==> src/rtl/sensor_input_conditioner.sv <==
// rtl/sensor_input_conditioner.sv - synchronise, debounce and qualify sensor and button inputs
// Eight channels share one sample prescaler; channels [5:0] are sensors, [7:6] are buttons.
module sensor_input_conditioner #(
  parameter int SAMPLE_DIV     = 1024,
  parameter int DEBOUNCE_TICKS = 4
) (
  input  logic       clock,
  input  logic       reset_n,
  input  logic [5:0] raw_sensors,
  input  logic [1:0] raw_buttons,
  output logic [5:0] stable_sensors,
  output logic       sensor_changed,
  output logic [1:0] button_pressed,
  output logic       water_conflict,
  output logic       sample_tick
);

  localparam int NCH = 8;
  localparam int PW  = (SAMPLE_DIV > 1) ? $clog2(SAMPLE_DIV) : 1;
  localparam int CW  = $clog2(DEBOUNCE_TICKS + 1);
  localparam logic [PW-1:0] PRESC_LAST = PW'(SAMPLE_DIV - 1);
  localparam logic [CW-1:0] CNT_LAST   = CW'(DEBOUNCE_TICKS - 1);

  logic [NCH-1:0] sync_meta;
  logic [NCH-1:0] sync_q;
  logic [PW-1:0]  presc;
  logic           tick;
  logic [NCH-1:0] stable;
  logic [NCH-1:0] stable_d;

  always_ff @(posedge clock or negedge reset_n) begin
    if (!reset_n) begin
      sync_meta <= '0;
      sync_q    <= '0;
    end else begin
      sync_meta <= {raw_buttons, raw_sensors};
      sync_q    <= sync_meta;
    end
  end

  always_ff @(posedge clock or negedge reset_n) begin
    if (!reset_n) begin
      presc <= '0;
    end else if (presc == PRESC_LAST) begin
      presc <= '0;
    end else begin
      presc <= presc + PW'(1);
    end
  end

  assign tick        = (presc == PRESC_LAST);
  // Gated so the strobe is low during reset even when SAMPLE_DIV=1 keeps presc at its last value.
  assign sample_tick = tick & reset_n;

  for (genvar g = 0; g < NCH; g++) begin : g_chan
    logic          stable_bit;
    logic [CW-1:0] cnt;

    always_ff @(posedge clock or negedge reset_n) begin
      if (!reset_n) begin
        stable_bit <= 1'b0;
        cnt        <= '0;
      end else if (tick) begin
        if (sync_q[g] == stable_bit) begin
          cnt <= '0;
        end else if (cnt == CNT_LAST) begin
          stable_bit <= sync_q[g];
          cnt        <= '0;
        end else begin
          cnt <= cnt + CW'(1);
        end
      end
    end

    assign stable[g] = stable_bit;
  end

  // Delayed copy marks the first cycle a new debounced value is visible.
  always_ff @(posedge clock or negedge reset_n) begin
    if (!reset_n) begin
      stable_d <= '0;
    end else begin
      stable_d <= stable;
    end
  end

  assign stable_sensors = stable[5:0];
  assign sensor_changed = |(stable[5:0] ^ stable_d[5:0]);
  assign button_pressed = stable[7:6] & ~stable_d[7:6];

  // Water levels: bit0 low, bit1 mid, bit2 high; a higher level wet with a lower one dry is inconsistent.
  assign water_conflict = (stable[2] & ~stable[1]) |
                          (stable[1] & ~stable[0]) |
                          (stable[2] & ~stable[0]);

endmodule

==> config.mk <==
export PLATFORM = sky130hd
export DESIGN_NAME = sensor_input_conditioner
export DESIGN_NICKNAME = d
export VERILOG_FILES = /design/src/rtl/sensor_input_conditioner.sv
export SDC_FILE = /design/constraint.sdc
export NUM_CORES = 1
export LEC_CHECK = 0
export ABC_AREA = 0
export ABC_CLOCK_PERIOD_IN_PS = 2450
export CAP_MARGIN = 20
export CORE_MARGIN = 5
export CORE_UTILIZATION = 55
export CTS_BUF_LIST = sky130_fd_sc_hd__clkbuf_8
export CTS_CLUSTER_SIZE = 14
export DETAILED_ROUTE_END_ITERATION = 10
export HOLD_SLACK_MARGIN = 0.06
export PLACE_DENSITY = 0.87
export SETUP_SLACK_MARGIN = 0.15
export SYNTH_ARGS = -nofsm -noshare
export SYNTH_HDL_FRONTEND = slang
export SYNTH_SLANG_ARGS = --single-unit
==> constraint.sdc <==
create_clock -name clock -period 2.45 [get_ports clock]
set_input_delay 0.3675 -clock clock [delete_from_list [all_inputs] [get_ports clock]]
set_output_delay 0.3675 -clock clock [all_outputs]
set_load 0.01 [all_outputs]
==> metrics.csv <==
metric,value,unit
cellPowerDensity,612,nW/um2
drive_above_1_share,16.9,%
num_vias,1796,
yosys.area.top_type,dfrtp_1,
worstSetupStartpointType,register,
status,finished clean,
syn-instance-count,227,
r2r_slack,620,ps
design.core.area,5110,um2
timing.hold.ws,298,ps
r2r_cells,5,
power_leakage,0.00161,uW
timing.rr.end,g_chan[3].stable_bit$_DFFE_PN0P_,
antenna_cells_inserted,0,
drv_slew,0,
tritoncts,yes,
tritoncts_buffer_count,9,
synth_top_flop_cell,dfrtp_1,
final-setup-viol-count,0,
clock_tree.htree_level_count,3,
floorplan.die.width,82.6,um
ys.warnings.count,0,
crit_end,sample_tick,
post-route-period-util,82.9,%
synth_top_cells_by_area,"dfrtp_1 57%, xor2_1 3.9%, ha_1 3.9%",
first_global_vias,1926,
final_core_utilization,65.3,%
global_route.usage.total,17.9,%
criticalPathCategory,reg -> out,
synth-edff-count,0,
preCtsSetupSlack,379,ps
floorplan.rows,26,
worst_skew_pair.late_latency,340,ps
crit_path_start,presc[1]$_DFF_PN0_,
drt.antenna.violating_nets,0,
wire_length_of_the_first_global_routing_pass,9050,um
synth_largest_type_area_fraction,57.0,%
final_hold_viol_count,0,
post_drt_via_cell_ratio,5.53,
yosys_register_bits,66,
hold_path.class,in -> async,
chipHeight,82.6,um
drt_wl_total,4970,um
clockBufferDepth,2,
die-area,6820,um2
drt_first_pass_iters,4,
worst_r2r_startpoint,presc[1]$_DFF_PN0_,
tightestPinTransition,778,ps
syn_nets,246,
globalRouteOverflowTotal,0,
cp_slowest_stage_delay,410,ps
area_growth,15.2,%
route.detailed.drc,0,
power.ir.vdd_worst,0.394,mV
postSynthAreaPerCell,12.8,um2
fin_skew,7.62,ps
wire_per_inst,15.3,um
max-cap-violations,0,
globalplace.congestion,0.822,
timing.critical_path.cells,ha_4 -> nand4_4 -> nor3_4 -> and2_1 -> dlygate4sd2_1,
synth.most_common_cell,dfrtp_1,
buffer_ports.inserted,20,
synth_cell_types,41,
cp.required,2080,ps
syn_area,2900,um2
fmaxAchievable,492,MHz
crit_path_max_fanout,4,
commonest_cells_post_synth,"66 x dfrtp_1, 13 x xor2_1, 12 x nand3_1",
grt_start_max_net_pins,67,
ios,21,
ys_seq_area_share,57.0,%
place.detailed.hpwl,3250,um
number_of_antenna_violations_at_the_first_check_in_global_routing,0,
rsz_0062_raised_after_global_routing,no,
clock-root-buffer,clkbuf_8,
ys_async_sr_fraction,100,%
final_net_count,269,
setup_total_negative_slack,0,ps
postLayoutSetupSlackWorst,419,ps
clock_sinks,66,
drt_iter0_markers,100,
floorplan.initialDensity,56.7,%
timing.max_slew.rel_slack,48.1,%
post_cts_hold_buffer_count,0,
clk_pin_slew,60,ps
cpMaxStageDelayCell,dfrtp_1,
finalCriticalPeriod,2030,ps
end_kind,output port,
critPathArrivalTime,1660,ps
[metrics by stage]
stage | power (uW) | instances | instance area, um2
global placement | 1180 | 308 | 3120
detailed placement | 1180 | 308 | 3120
finish | 2040 | 325 | 3340
floorplan | 1140 | 227 | 2900
global route | 2120 | 325 | 3340
CTS | 2070 | 325 | 3330
[critical path, delay by kind of cell, from the launching register on]
family | cells | cell delay [ps]
adder cells (fa/ha/maj) | 1 | 180
buffers and inverters | 1 | 270
flip-flops | 1 | 410
AND/OR/NAND/NOR | 3 | 460
[cells in the final DEF, fill, tap and decap left out, drive strengths merged, types with 2 or more instances in the layout]
cell,instances
o21ai,11
mux2,14
nor4b,3
a21oi,2
ha,9
nor2,8
xor2,13
nor3,4
clkdlybuf4s50,17
o21a,3
nor4,6
nand2b,10
a21boi,5
nor3b,3
nand2,5
clkbuf,11
nand4,2
inv,4
nor2b,5
nand3,13
or4,2
o31ai,10
nand3b,5
dfrtp,66
xnor2,6
buf,7
and2,3
[area by class of cell]
class	instances	area (um2)
repair buffers	26	241
clock buffers	11	151
fillers	373	1770
inverters	1	3.75
flip-flops and latches	66	1650
multi-input cells	146	1150
well taps	70	87.6
clock inverters	5	46.3
[sequential cells by signal, summed over array words and instances, names as in the netlist]
signal / flops
sync_q: 8
g_chan.stable_bit: 8
presc: 10
sync_meta: 8
g_chan.cnt: 24
stable_d: 8
[report_power, final]
| part | leakage [uW] | switching (uW) | internal (uW) |
|---|---|---|---|
| Clock | 0.000113 | 369 | 513 |
| Combinational | 0.000629 | 31.4 | 19.2 |
| Sequential | 0.000869 | 6.26 | 1100 |
| Total | 0.00161 | 406 | 1640 |
[per-layer routing]
| layer | up-vias | part of all wire [%] | GRT usage [%] | wire (um) |
|---|---|---|---|---|
| li1 | 845 | - | - | - |
| met1 | 920 | 42 | 21.5 | 2060 |
| met2 | 21 | 53 | 29.5 | 2630 |
| met3 | 10 | 3.0 | 3.69 | 150 |
| met4 | 0 | 2.6 | 10.8 | 129 |
| met5 | - | 0 | 0 | 0 |
[cell families (layout without fill, tap and decap cells)]
kind of cell / after synthesis / after routing / share of synthesized area (%)
xor gates and xnor gates: 19 / 19 / 5.75
and+or+nand+nor: 71 / 71 / 16.8
buffers and inverters: 15 / 43 / 3.63
DFF: 66 / 66 / 57.0
AOI/OAI and AO/OA: 33 / 33 / 7.47
adders and majority gates: 9 / 9 / 3.89
muxes: 14 / 14 / 5.44
[repair_timing]
action / CTS / global route
setup endpoints to repair: 1 / 1
resized for setup: 3 / 2
pin swaps: 0 / 1
buffers inserted: 1 / 0
[how the worst min path moves through the flow]
| stage | startpoint | to | slack [ps] | depth (start not counted) |
|---|---|---|---|---|
| 5_1_grt | sync_meta[0]$_DFF_PN0_ | sync_q[0]$_DFF_PN0_ | 360 | 0 |
| 3_3_place_gp | sync_meta[6]$_DFF_PN0_ | sync_q[6]$_DFF_PN0_ | 330 | 0 |
| 2_1_floorplan | reset_n | g_chan[0].cnt[0]$_DFFE_PN0N_ | 70 | 0 |
| 6_report | reset_n | sync_q[4]$_DFF_PN0_ | 300 | 2 |
| 4_1_cts | reset_n | sync_q[4]$_DFF_PN0_ | 300 | 2 |
| 3_5_place_dp | sync_meta[1]$_DFF_PN0_ | sync_q[1]$_DFF_PN0_ | 330 | 0 |
No activity file was read; power rests on OpenSTA's default activity.
